--- config.mk ---
export PLATFORM = sky130hd
export DESIGN_NAME = div_ctrl
export DESIGN_NICKNAME = d
export VERILOG_FILES = /design/src/rtl/div_pkg.sv /design/src/rtl/div_step.sv /design/src/rtl/div_ctrl.sv
export SDC_FILE = /design/constraint.sdc
export NUM_CORES = 1
export LEC_CHECK = 0
export CORE_UTILIZATION = 30
export DETAILED_ROUTE_END_ITERATION = 7
export GPL_ROUTABILITY_DRIVEN = 0
export SETUP_SLACK_MARGIN = 0.3
export SYNTH_ARGS = -nofsm -noshare
export SYNTH_HDL_FRONTEND = slang
export SYNTH_SLANG_ARGS = --single-unit
export TNS_END_PERCENT = 5
--- constraint.sdc ---
create_clock -name clk -period 10.5 [get_ports clk]
set_clock_uncertainty 0.2 [all_clocks]
set_input_delay 2.1 -clock clk [delete_from_list [all_inputs] [get_ports clk]]
set_output_delay 2.1 -clock clk [all_outputs]
set_load 0.02 [all_outputs]
--- src/rtl/div_pkg.sv ---
// Shared constants, opcodes and state encoding for the iterative divider.
// Latency: n/a (declarations and pure helper functions only).
// Backpressure: n/a.
package div_pkg;

    localparam int XLEN = 32;

    // Opcode encoding: op[0] selects unsigned, op[1] selects remainder.
    localparam logic [1:0] OP_DIV  = 2'b00;
    localparam logic [1:0] OP_DIVU = 2'b01;
    localparam logic [1:0] OP_REM  = 2'b10;
    localparam logic [1:0] OP_REMU = 2'b11;

    localparam logic [XLEN-1:0] DIV0_QUOT = 32'hFFFF_FFFF;
    localparam logic [XLEN-1:0] INT_MIN   = 32'h8000_0000;

    // FSM state type, kept as plain constants so older code can still compare against them.
    typedef logic [1:0] state_t;
    localparam state_t S_IDLE = 2'd0;
    localparam state_t S_CALC = 2'd1;
    localparam state_t S_FIX  = 2'd2;
    localparam state_t S_DONE = 2'd3;

    // Two's complement negation modulo 2^32.
    function automatic logic [XLEN-1:0] neg32(input logic [XLEN-1:0] x);
        return (~x) + 32'd1;
    endfunction

    // Magnitude of a signed value; INT_MIN maps onto itself, read as unsigned 2^31.
    function automatic logic [XLEN-1:0] abs32(input logic [XLEN-1:0] x);
        return x[XLEN-1] ? neg32(x) : x;
    endfunction

endpackage

--- src/rtl/div_step.sv ---
// One restoring shift-subtract iteration on a 33-bit partial remainder.
// Latency: purely combinational.
// Backpressure: none; the caller decides when to register the outputs.
module div_step
    import div_pkg::*;
(
    input  logic [XLEN:0]   rem_in,
    input  logic            dvd_bit,
    input  logic [XLEN-1:0] divisor,
    output logic [XLEN:0]   rem_out,
    output logic            q_bit
);

    logic [XLEN+1:0] shifted;
    logic [XLEN+1:0] diff;

    // Shift in the next dividend bit and keep the difference only if it stays non-negative.
    always_comb begin
        shifted = {rem_in, dvd_bit};
        diff    = shifted - {2'b00, divisor};
        q_bit   = ~diff[XLEN+1];
        rem_out = diff[XLEN+1] ? shifted[XLEN:0] : diff[XLEN:0];
    end

endmodule

--- src/rtl/div_ctrl.sv ---
// 32-bit signed/unsigned divide/remainder controller with a valid/ready request and result handshake.
// Latency: 34 cycles to out_valid normally, 1 cycle for divide-by-zero and signed overflow.
// Backpressure: result holds in DONE until out_ready; in_ready only in IDLE. Optional flush via DIV_CTRL_FLUSH_EN.
module div_ctrl
    import div_pkg::*;
(
    input  logic            clk,
    input  logic            reset,
    input  logic            in_valid,
    output logic            in_ready,
    input  logic [1:0]      op,
    input  logic [XLEN-1:0] dividend,
    input  logic [XLEN-1:0] divisor,
    output logic            out_valid,
    input  logic            out_ready,
    output logic [XLEN-1:0] result,
    output logic            busy
`ifdef DIV_CTRL_FLUSH_EN
    ,
    input  logic            flush
`endif
);

    state_t          state;
    logic [4:0]      cnt;
    logic            is_rem_q;
    logic            neg_q_q;
    logic            neg_r_q;
    logic [XLEN-1:0] dvd_q;     // remaining dividend bits, quotient bits shift in at the bottom
    logic [XLEN-1:0] dvs_q;
    logic [XLEN:0]   rem_q;

    logic            accept;
    logic            is_signed;
    logic            dvd_neg;
    logic            dvs_neg;
    logic            div_zero;
    logic            overflow;
    logic            flush_req;
    logic [XLEN:0]   step_rem;
    logic            step_q;

    assign in_ready  = (state == S_IDLE);
    assign busy      = (state != S_IDLE);
    assign out_valid = (state == S_DONE);
    assign accept    = in_valid & in_ready;

`ifdef DIV_CTRL_FLUSH_EN
    assign flush_req = flush;
`else
    assign flush_req = 1'b0;
`endif

    // Decode the incoming request for sign handling and the single-cycle special cases.
    always_comb begin
        is_signed = ~op[0];
        dvd_neg   = is_signed & dividend[XLEN-1];
        dvs_neg   = is_signed & divisor[XLEN-1];
        div_zero  = (divisor == '0);
        overflow  = is_signed && (dividend == INT_MIN) && (divisor == DIV0_QUOT);
    end

    div_step u_step (
        .rem_in  (rem_q),
        .dvd_bit (dvd_q[XLEN-1]),
        .divisor (dvs_q),
        .rem_out (step_rem),
        .q_bit   (step_q)
    );

    // Control FSM plus datapath registers; flush (when built in) overrides the next state last.
    always_ff @(posedge clk or posedge reset) begin
        if (reset) begin
            state    <= S_IDLE;
            cnt      <= '0;
            is_rem_q <= 1'b0;
            neg_q_q  <= 1'b0;
            neg_r_q  <= 1'b0;
            dvd_q    <= '0;
            dvs_q    <= '0;
            rem_q    <= '0;
            result   <= '0;
        end else begin
            case (state)
                S_IDLE: begin
                    if (accept) begin
                        cnt      <= '0;
                        rem_q    <= '0;
                        is_rem_q <= op[1];
                        neg_q_q  <= dvd_neg ^ dvs_neg;
                        neg_r_q  <= dvd_neg;
                        dvd_q    <= is_signed ? abs32(dividend) : dividend;
                        dvs_q    <= is_signed ? abs32(divisor) : divisor;
                        if (div_zero) begin
                            result <= op[1] ? dividend : DIV0_QUOT;
                            state  <= S_DONE;
                        end else if (overflow) begin
                            result <= op[1] ? '0 : INT_MIN;
                            state  <= S_DONE;
                        end else begin
                            state  <= S_CALC;
                        end
                    end
                end
                S_CALC: begin
                    rem_q <= step_rem;
                    dvd_q <= {dvd_q[XLEN-2:0], step_q};
                    cnt   <= cnt + 5'd1;
                    if (cnt == 5'd31) begin
                        state <= S_FIX;
                    end
                end
                S_FIX: begin
                    if (!flush_req) begin
                        if (is_rem_q) begin
                            result <= neg_r_q ? neg32(rem_q[XLEN-1:0]) : rem_q[XLEN-1:0];
                        end else begin
                            result <= neg_q_q ? neg32(dvd_q) : dvd_q;
                        end
                    end
                    state <= S_DONE;
                end
                S_DONE: begin
                    if (out_ready) begin
                        state <= S_IDLE;
                    end
                end
                default: state <= S_IDLE;
            endcase
            if (flush_req && (state != S_IDLE)) begin
                state <= S_IDLE;
            end
        end
    end

endmodule

# Word level (Yosys, flattened, before mapping)
# Index checks and enable logic that the tools add are counted.
# W data, S select, Z words.
# totals
register_bits	139
in_bits	70
output_inout_bits	35
elab_cells	72
# classes
n_addsub	6
eq_ne	10
n_mux	26
bitwise	10
n_reduce_logical	11
# ops
cell	n
$mux W32	13
$add A32 B1 Y32 const B	4
$not A32 Y32	4
$pmux W32 S2	2
$mux W33	2
$pmux W33 S2	1
$eq A32 B32 Y1 const B	2
$sub A34 B32 Y34	1
$logic_not A32 Y1	1
$mux W2	5
$pmux W5 S2	1
$pmux W2 S4	1
$reduce_and A3 Y1	2
$reduce_bool A2 Y1	3
$add A5 B1 Y5 const B	1
$eq A5 B5 Y1 const B	1
$mux W5	1
$eq A2 B2 Y1 const B	2
$ne A2 B1 Y1 const B	2
$reduce_and A2 Y1	2
$and A1 B1 Y1	3
$ne A3 B1 Y1 const B	1
$eq A2 B1 Y1 const B	1
$logic_and A1 B1 Y1	2
other kinds (4)	5

# Longest topological paths before layout
# Gate-level depths: netlist (run 1).
# logic_depth
ltp_word	7
mapped_depth	12
ltp_nobuf	12

# Modules after synthesis
# From an unflattened synthesis (run 1), not the netlist that was laid out.
# hier_totals
hier_cells	1401
area_unflattened_um2	11481.0
# by_module_without_submodules
mod	instances	cells_each	area_per_inst_um2	seq_area_each_um2
div_ctrl	1	1073	9310.2	3478.3
div_step	1	328	2170.8	0.0

# Worst setup path after synthesis (run 1)
# No wires, ideal clock.
# synth_timing
path_type	input to register
from	in divisor[15]
to	reg result[23]
arrival_time_ns	4.123
required_time_ns	10.196
slack_ns	6.073
cell_stages	9
n_path_buf	2
path_cell_list	or4_4 -> nor4_4 -> nor4b_4 -> nand3_2 -> o311a_1 -> nand2b_1 -> buf_6 -> buf_6 -> o41ai_2
# synth_via
elab_chain_len	4
word_cells_on_any_way	8
cone_classes	eq/ne: 2; mux: 3; reduce/logical: 3
# synth_rtl
item	line_no	source
start: declaration	div_ctrl.sv:13	input logic [XLEN-1:0] divisor,
$eq A32 B32 Y1 / $logic_not A32 Y1 (equally long branches)	div_ctrl.sv:60, div_ctrl.sv:59	
$logic_and A1 B1 Y1 / $mux W32 (equally long branches)	div_ctrl.sv:60, div_ctrl.sv:94	
$ne A3 B1 Y1 (no line) / $mux W32 (equally long branches)	n/a	
$reduce_and A3 Y1 (no line) / $pmux W32 S2 (equally long branches)	n/a	
end signal: assignment	div_ctrl.sv:95	result <= op[1] ? dividend : DIV0_QUOT;
end signal: assignment	div_ctrl.sv:98	result <= op[1] ? '0 : INT_MIN;
end signal: assignment	div_ctrl.sv:116	result <= neg_r_q ? neg32(rem_q[XLEN-1:0]) : rem_q[XLEN-1:0];
end: declaration	div_ctrl.sv:16	output logic [XLEN-1:0] result,
# Several ways; a longest one is shown, not always the timed one. The select of a mux whose other input is x is not followed.
# A chain may end at the register's enable or synchronous reset.

# Worst setup path after layout (run 1)
# layout_timing
from	in dividend[27]
to	reg result[22]
# layout_via
elab_chain_len	5
# layout_rtl
item	line_no	source
start: declaration	div_ctrl.sv:12	input logic [XLEN-1:0] dividend,
$eq A32 B32 Y1	div_ctrl.sv:60	overflow = is_signed && (dividend == INT_MIN) && (divisor == DIV0_QUOT);
$logic_and A1 B1 Y1 (2 in a row)	div_ctrl.sv:60	
$ne A3 B1 Y1 (no line)	n/a	
$reduce_and A3 Y1 (no line)	n/a	
# No other way between the ends.

==> results.md, run 1 <==
- Count of boundary I/O pins: 105
- Capture point of the worst path: result[22]$_DFFE_PP0P_
- Power Dens Cells: 351 nW/um2
- Sequential fraction of the synthesis area: 31.1%
- Crit Path Category: in -> reg
- Critical path buffers and inverters: 2
- R2R cell count: 9
- Die area: 38000 um2
- Drt wl/cell: 18.0 um
- Setup repair after global routing missed its margin: no
- Reg-to-reg endpoint: rem_q[6]$_DFFE_PP0P_
- Worst slew margin relative to its limit: 20.7%
- Clock net sink count: 139
- Dominant combinational cell family by area after synthesis: compound AO/OA/AOI/OAI gates
- Cell count after synthesis: 1433
- Count of endpoints failing hold in the final timing report: 0
- Clock latency at the later pin of the worst-skew pair: 0.44 ns
- Library cell with the highest instance count after synthesis: sky130_fd_sc_hd__nand2_1
- Most used standard cells in the synthesized netlist: sky130_fd_sc_hd__nand2_1, sky130_fd_sc_hd__dfrtp_1, sky130_fd_sc_hd__o21ai_0
- Predominant post-synthesis flop cell: sky130_fd_sc_hd__dfrtp_1
- Count of state elements after synthesis: 139
- Final worst path period need: 5.53 ns
- Initial antenna violation count: 0
- Hold buffer count at cts: 0
- DIE HEIGHT: 195 um
- Total placed instance area: 12600 um2
- Initial standard-cell utilization of the core: 30.5%
- Area share of fa/ha/maj cells after synthesis: 4.99%
- Final setup TNS: 0 ns
- CP max-delay cell: sky130_fd_sc_hd__clkdlybuf4s50_1
- Router iterations before antenna repair: 5
- Number of flops mapped to enable cells by yosys: 0
- Worst slew pin tran: 1.19 ns
- Number of setup violations in the final report: 0
- Port buffer count: 104
- DRT Wirelength: 35.6 mm
- Layout cells sized above 1: 5.19%
- Post-synthesis share of cell area spent on and, or, nand and nor gates: 21.0%
- Launch instance of the worst register-to-register path: rem_q[0]$_DFFE_PP0P_
- H-Tree Depth: 4
- GRT Overall Usage: 18.9%
- TritonCTS clock tree: yes
- Antenna-violating nets left: 0
- Final core utilization: 36.3%
- DRC errors left: 0
- Global-route wire length before repair: 56.8 mm
- Maximum number of pins on one net before global-route repair: 74
- Run status: finished clean
- Iteration-0 DRC Markers: 804
- Post-Synthesis Cell Area: 11200 um2
- Clock transition time at the flip-flop clock pins of the worst setup and hold paths: 0.06 ns
- Cell Chain, Critical Path: clkdlybuf4s50_1 -> or3_1 -> or2_1 -> nor3_1 -> nand4_1 -> o311a_1 -> nand2b_2 -> buf_4 -> a311o_1 -> o21ai_1
- WP data arrival: 5.68 ns
- Top post-synthesis cells by area: sky130_fd_sc_hd__dfrtp_1, sky130_fd_sc_hd__nand2_1, sky130_fd_sc_hd__xnor2_1
- Vias/cell: 5.39
- Maximum number of buffers from clock root to sink: 2
- Instance count on the critical path: 10
- Number of setup buffers added after CTS: 0
- Worst Hold Class: reg -> reg
- Proportion of register bits with asynchronous set or reset after synthesis: 100%
- Mean instance size in the synthesized netlist: 7.80 um2
- Area of the core: 36600 um2
- Top cell type's share of synthesized area: 31.1%
- Width of the die: 195 um
- Cts bufs inserted: 17
- Peak supply drop: 140 uV
- Std cell rows: 70
- CP Launch Point: dividend[27]
- Largest fanout on the critical path: 48
- Highest clock rate: 181 MHz
- Vias after detailed routing: 10600
- Number of max-cap violations: 0
- Multiplexer share of the synthesized area: 1.07%
- Synthesized-area fraction occupied by xor and xnor cells: 10.7%
- Reported leakage power: 5.36 nW
- Via count of the first global-routing pass: 9980
- Number of antenna diodes: 0
- Global route total overflow: 0
- CP endpoint kind: flip-flop
- Distinct cells, synth: 77
- Post-Syn Nets: 1547
- Nets@finish: 1604
- Critical path launch point type: primary input
- Clock Root Buffer: sky130_fd_sc_hd__clkbuf_16
- CP Data Required Time: 10.66 ns
- Post-DP HPWL: 26.6 mm
- Layout overhead on the synthesized area: 19.0%
- Cell type group with the largest total delay on the critical path: simple AND/OR/NAND/NOR gates
- Period Utilization, post-route: 52.6%
- Final-layout fill cell count: 3800
- Post-cts repair resize count: 0
- Longest individual stage delay on the worst path: 0.53 ns
- Dominant cell type by area after synthesis: sky130_fd_sc_hd__dfrtp_1
- Warnings from Yosys: 0
- Slack of the worst reg-to-reg path: 6.31 ns
- Complex-gate fraction of the synthesized area: 26.0%
- Final non-filler cell area: 13300 um2
- Final number of max-transition violations: 0
## registers in the layout (all words and copies together) (netlist names)
signal / cells
state: 2
cnt: 5
neg_r_q: 1
neg_q_q: 1
is_rem_q: 1
rem_q: 33
dvs_q: 32
dvd_q: 32
result: 32
## layout by cell type (no fill, tap or decap), types with 14 or more instances in the layout
cell	synthesis	final
sky130_fd_sc_hd__ha_1	43	42
sky130_fd_sc_hd__nor2_1	104	104
sky130_fd_sc_hd__clkdlybuf4s50_1	0	104
sky130_fd_sc_hd__o21ai_1	22	21
sky130_fd_sc_hd__xnor2_1	87	87
sky130_fd_sc_hd__nand4_1	32	32
sky130_fd_sc_hd__or3_1	19	19
sky130_fd_sc_hd__o211ai_1	33	33
sky130_fd_sc_hd__a21oi_1	113	113
sky130_fd_sc_hd__xor2_1	49	49
sky130_fd_sc_hd__nor3_1	29	29
sky130_fd_sc_hd__nand3_1	14	14
sky130_fd_sc_hd__o21ai_0	137	137
sky130_fd_sc_hd__clkbuf_16	0	17
sky130_fd_sc_hd__dfrtp_1	139	139
sky130_fd_sc_hd__nand2_1	215	214
sky130_fd_sc_hd__o31ai_1	30	30
sky130_fd_sc_hd__inv_1	67	66
## per-layer routing
layer	track usage (%)	vias to the layer above	wire [um]
li1	-	5254	-
met1	26.7	4976	16600
met2	29.2	370	15900
met3	3.99	25	2500
met4	4.52	0	482
met5	0	-	0
## worst min path at each step
stage                                startpoint                    end  slack, ns  cells past startpoint
after CTS                 dvs_q[25]$_DFFE_PP0P_  dvs_q[25]$_DFFE_PP0P_       0.28                      2
after detailed placement  dvs_q[25]$_DFFE_PP0P_  dvs_q[25]$_DFFE_PP0P_       0.27                      2
after global routing      dvs_q[25]$_DFFE_PP0P_  dvs_q[25]$_DFFE_PP0P_       0.29                      2
after floorplan           dvs_q[10]$_DFFE_PP0P_  dvs_q[10]$_DFFE_PP0P_       0.25                      2
after global placement    dvs_q[20]$_DFFE_PP0P_  dvs_q[20]$_DFFE_PP0P_       0.26                      2
final                     dvs_q[25]$_DFFE_PP0P_  dvs_q[25]$_DFFE_PP0P_       0.28                      2
## cells by family after synthesis
| logic type | count (synthesis) |
|---|---|
| AO/OA/AOI/OAI | 461 |
| buffers and inverters | 147 |
| XOR/XNOR | 136 |
| AND/OR/NAND/NOR | 494 |
| flip-flops | 139 |
| adder cells (fa/ha/maj) | 44 |
| multiplexers | 12 |
## worst min-delay path, stage by stage, from the launching register on
cell and delay [ns]:
sky130_fd_sc_hd__dfrtp_1 0.34, sky130_fd_sc_hd__nand2_1 0.05, sky130_fd_sc_hd__o21ai_0 0.06
## cell type report
type | count | area [um2] | share of cell area (%)
multi-input cells | 1147 | 7150 | 53.7
flip-flops and latches | 139 | 3480 | 26.1
repair buffers | 117 | 1140 | 8.56
well taps | 468 | 586 | 4.40
clock buffers | 18 | 429 | 3.23
clock inverters | 14 | 267 | 2.00
inverters | 68 | 260 | 1.96
## where the power goes
part / total (mW) / switching (mW) / internal (mW) / leakage (nW)
Sequential: 1.09 / 0.308 / 0.781 / 1.78
Combinational: 2.85 / 1.74 / 1.11 / 3.25
Clock: 0.723 / 0.251 / 0.472 / 0.335
Total: 4.66 / 2.30 / 2.36 / 5.36
## stage by stage
step | cells | power (mW) | hold WS, ns | worst slack, ns
floorplan | 1433 | 3.14 | 0.250 | 4.48
global placement | 1939 | 3.87 | 0.263 | 4.69
detailed placement | 1939 | 3.92 | 0.270 | 4.63
CTS | 1971 | 4.66 | 0.284 | 5.06
global route | 1971 | 5.07 | 0.291 | 4.79
finish | 1971 | 4.66 | 0.276 | 4.97
(Power assumes the default switching activity.)
==> inputs of run 2 (changes only) <==
- clock period: 10.5 -> 5 ns (I/O delays scaled with it)
==> results.md, run 2 (synthesis results as in run 1) <==
- Run status: finished clean (unchanged)
- Flip-flop count of the largest register, all copies and words added: 33 (unchanged)
- Total placed instance area: 12700 um2 (was 12600 um2)
- Period Utilization, post-route: 82.7%
- Post-cts repair resize count: 0 (unchanged)
- Die area: 38000 um2 (unchanged)
- Cts bufs inserted: 17 (unchanged)
- Worst Hold Class: reg -> reg (unchanged)
- Fraction of power spent switching nets: 49.4% (was 49.3%)
- Power Dens Cells: 726 nW/um2 (was 351 nW/um2)
- GRT Overall Usage: 18.7% (was 18.9%)
- Net Sw Power: 4.81 mW (was 2.30 mW)
- Combinational group share of total power: 61.9% (was 61.2%)
- H-Tree Depth: 4 (unchanged)
- Post-DP HPWL: 26.6 mm (about the same)
- Internal cell power: 4.92 mW (was 2.36 mW)
- Clock transition time at the flip-flop clock pins of the worst setup and hold paths: 0.06 ns (about the same)
- Clock group share of total power: 14.5% (was 15.5%)
- R2R cell count: 9 (unchanged)
- WP data arrival: 4.25 ns (was 5.68 ns)
- FF/Latch Area: 3480 um2 (unchanged)
- Worst slew margin relative to its limit: 30.8% (was 20.7%)
- Final-layout fill cell count: 3803 (was 3800)
- Global route total overflow: 0 (unchanged)
- Port buffer count: 104 (unchanged)
- Initial standard-cell utilization of the core: 30.5% (unchanged)
- Highest clock rate: 242 MHz
- Number of max-cap violations: 0 (unchanged)
- Worst slew pin tran: 1.04 ns (was 1.19 ns)
- Std cell rows: 70 (unchanged)
- Sequential group share of total power: 23.7% (was 23.3%)
- Post-Route Hold Slack: 0.276 ns (about the same)
- Antenna-violating nets left: 0 (unchanged)
- Reported leakage power: 5.42 nW (was 5.36 nW)
- Clock net sink count: 139 (unchanged)
- Setup repair after global routing missed its margin: no (unchanged)
- Router iterations before antenna repair: 5 (unchanged)
- Width of the die: 195 um (unchanged)
- Via count of the first global-routing pass: 9908 (was 9980)
- CP Data Required Time: 5.12 ns (was 10.66 ns)
- DRC errors left: 0 (unchanged)
- Count of endpoints failing hold in the final timing report: 0 (unchanged)
- Multi-input gate area in the final layout: 7150 um2 (unchanged)
- Count of boundary I/O pins: 105 (unchanged)
- Final worst path period need: 4.14 ns
- Most common cell after layout, fill and taps aside: sky130_fd_sc_hd__nand2_1 (unchanged)
- Layout cells sized above 1: 6.13% (was 5.19%)
- Clock Root Buffer: sky130_fd_sc_hd__clkbuf_16 (unchanged)
- Final non-filler cell area: 13400 um2 (was 13300 um2)
- Initial antenna violation count: 0 (unchanged)
- Most flop-heavy register: rem_q (unchanged)
- Layout overhead on the synthesized area: 19.8% (was 19.0%)
- Number of setup buffers added after CTS: 0 (unchanged)
- Maximum number of pins on one net before global-route repair: 82 (was 74)
- Critical path launch point type: primary input (unchanged)
- Depth of the worst hold-timing path: 2 (unchanged)
- Vias/cell: 5.42 (was 5.39)
- DRT Wirelength: 35.0 mm (was 35.6 mm)
- Drt wl/cell: 17.6 um (was 18.0 um)
- Global-route wire length before repair: 56.2 mm (was 56.8 mm)
- Vias after detailed routing: 10800 (was 10600)
- Maximum number of buffers from clock root to sink: 2 (unchanged)
- Crit Path Category: in -> reg (unchanged)
- Largest fanout on the critical path: 19 (was 48)
- Hold buffer count at cts: 0 (unchanged)
- CP endpoint kind: flip-flop (unchanged)
- Iteration-0 DRC Markers: 938 (was 804)
- DIE HEIGHT: 195 um (unchanged)
- TritonCTS clock tree: yes (unchanged)
- Area of the core: 36600 um2 (unchanged)
- Final setup TNS: 0 ns (unchanged)
- Peak supply drop: 232 uV (was 140 uV)
- Clock latency at the later pin of the worst-skew pair: 0.44 ns (about the same)
- Final number of max-transition violations: 0 (unchanged)
- Commonest cells after routing, fill and taps aside: sky130_fd_sc_hd__nand2_1, sky130_fd_sc_hd__dfrtp_1, sky130_fd_sc_hd__o21ai_0 (unchanged)
- Nets@finish: 1619 (was 1604)
- Number of setup violations in the final report: 0 (unchanged)
run 2: changes by cell type in the layout (fill, tap and decap cells not counted), moves of 2 or more:
cell                         previous run  this run
sky130_fd_sc_hd__bufinv_16              7         4
sky130_fd_sc_hd__buf_12                 0         2
sky130_fd_sc_hd__clkinv_4               3         1
sky130_fd_sc_hd__buf_4                 13        26
sky130_fd_sc_hd__clkinvlp_4             1         3
sky130_fd_sc_hd__clkbuf_8               0         4
sky130_fd_sc_hd__inv_6                  3         1
run 2: path summary, 6_finish.rpt:
check	startpoint	to	slack, ns
setup / recovery	divisor[15]	result[17]$_DFFE_PP0P_	0.86
hold / removal	dvs_q[16]$_DFFE_PP0P_	dvs_q[16]$_DFFE_PP0P_	0.28
setup reg to reg	rem_q[3]$_DFFE_PP0P_	rem_q[8]$_DFFE_PP0P_	1.05
hold reg to reg	dvs_q[16]$_DFFE_PP0P_	dvs_q[16]$_DFFE_PP0P_	0.28
max in group asynchronous	reset	dvs_q[18]$_DFFE_PP0P_	3.02
min in group asynchronous	reset	result[6]$_DFFE_PP0P_	0.68
run 2: stage by stage:
step | total power, mW | cells | util (%) | worst slack [ns]
2_1_floorplan | 6.59 | 1433 | - | 1.67
4_1_cts | 9.71 | 1985 | 36.6 | 0.914
3_5_place_dp | 8.26 | 1954 | 34.8 | 0.465
3_3_place_gp | 8.17 | 1954 | 34.8 | 0.570
5_1_grt | 10.6 | 1985 | 36.6 | 0.721
6_report | 9.73 | 1986 | 36.6 | 0.864
run 2: area by class of cell:
class | count | share of cell area [%]
Multi-Input combinational cell | 1147 | 53.4
Sequential cell | 139 | 26.0
Timing Repair Buffer | 132 | 9.53
Tap cell | 468 | 4.37
Clock buffer | 21 | 3.59
Inverter | 68 | 1.93
Clock inverter | 10 | 1.21
Antenna cell | 1 | 0.0187
run 2: routing by layer:
metal  track usage, %  share of wire, %  wire length [um]
met1             27.6                48             16900
met2             28.0                43             15200
met3             3.21               6.7              2350
met4             4.72               1.8               618
met5                0                 0                 0
run 2: critical path: stages:
cell and delay, ns:
sky130_fd_sc_hd__clkdlybuf4s50_1 0.51, sky130_fd_sc_hd__or4_4 0.61, sky130_fd_sc_hd__nor4_4 0.24, sky130_fd_sc_hd__nor4b_4 0.33, sky130_fd_sc_hd__nand3_2 0.31, sky130_fd_sc_hd__o311a_1 0.24
sky130_fd_sc_hd__nand2b_2 0.37, sky130_fd_sc_hd__buf_4 0.29, sky130_fd_sc_hd__o41ai_1 0.35
run 2: power groups by stage:
stage	Combinational [mW]	Clock, mW	Sequential [mW]
floorplan	4.42	0	2.16
global placement	5.88	0	2.29
detailed placement	5.96	0	2.30
CTS	5.99	1.43	2.29
global route	6.72	1.48	2.39
finish	6.02	1.41	2.30
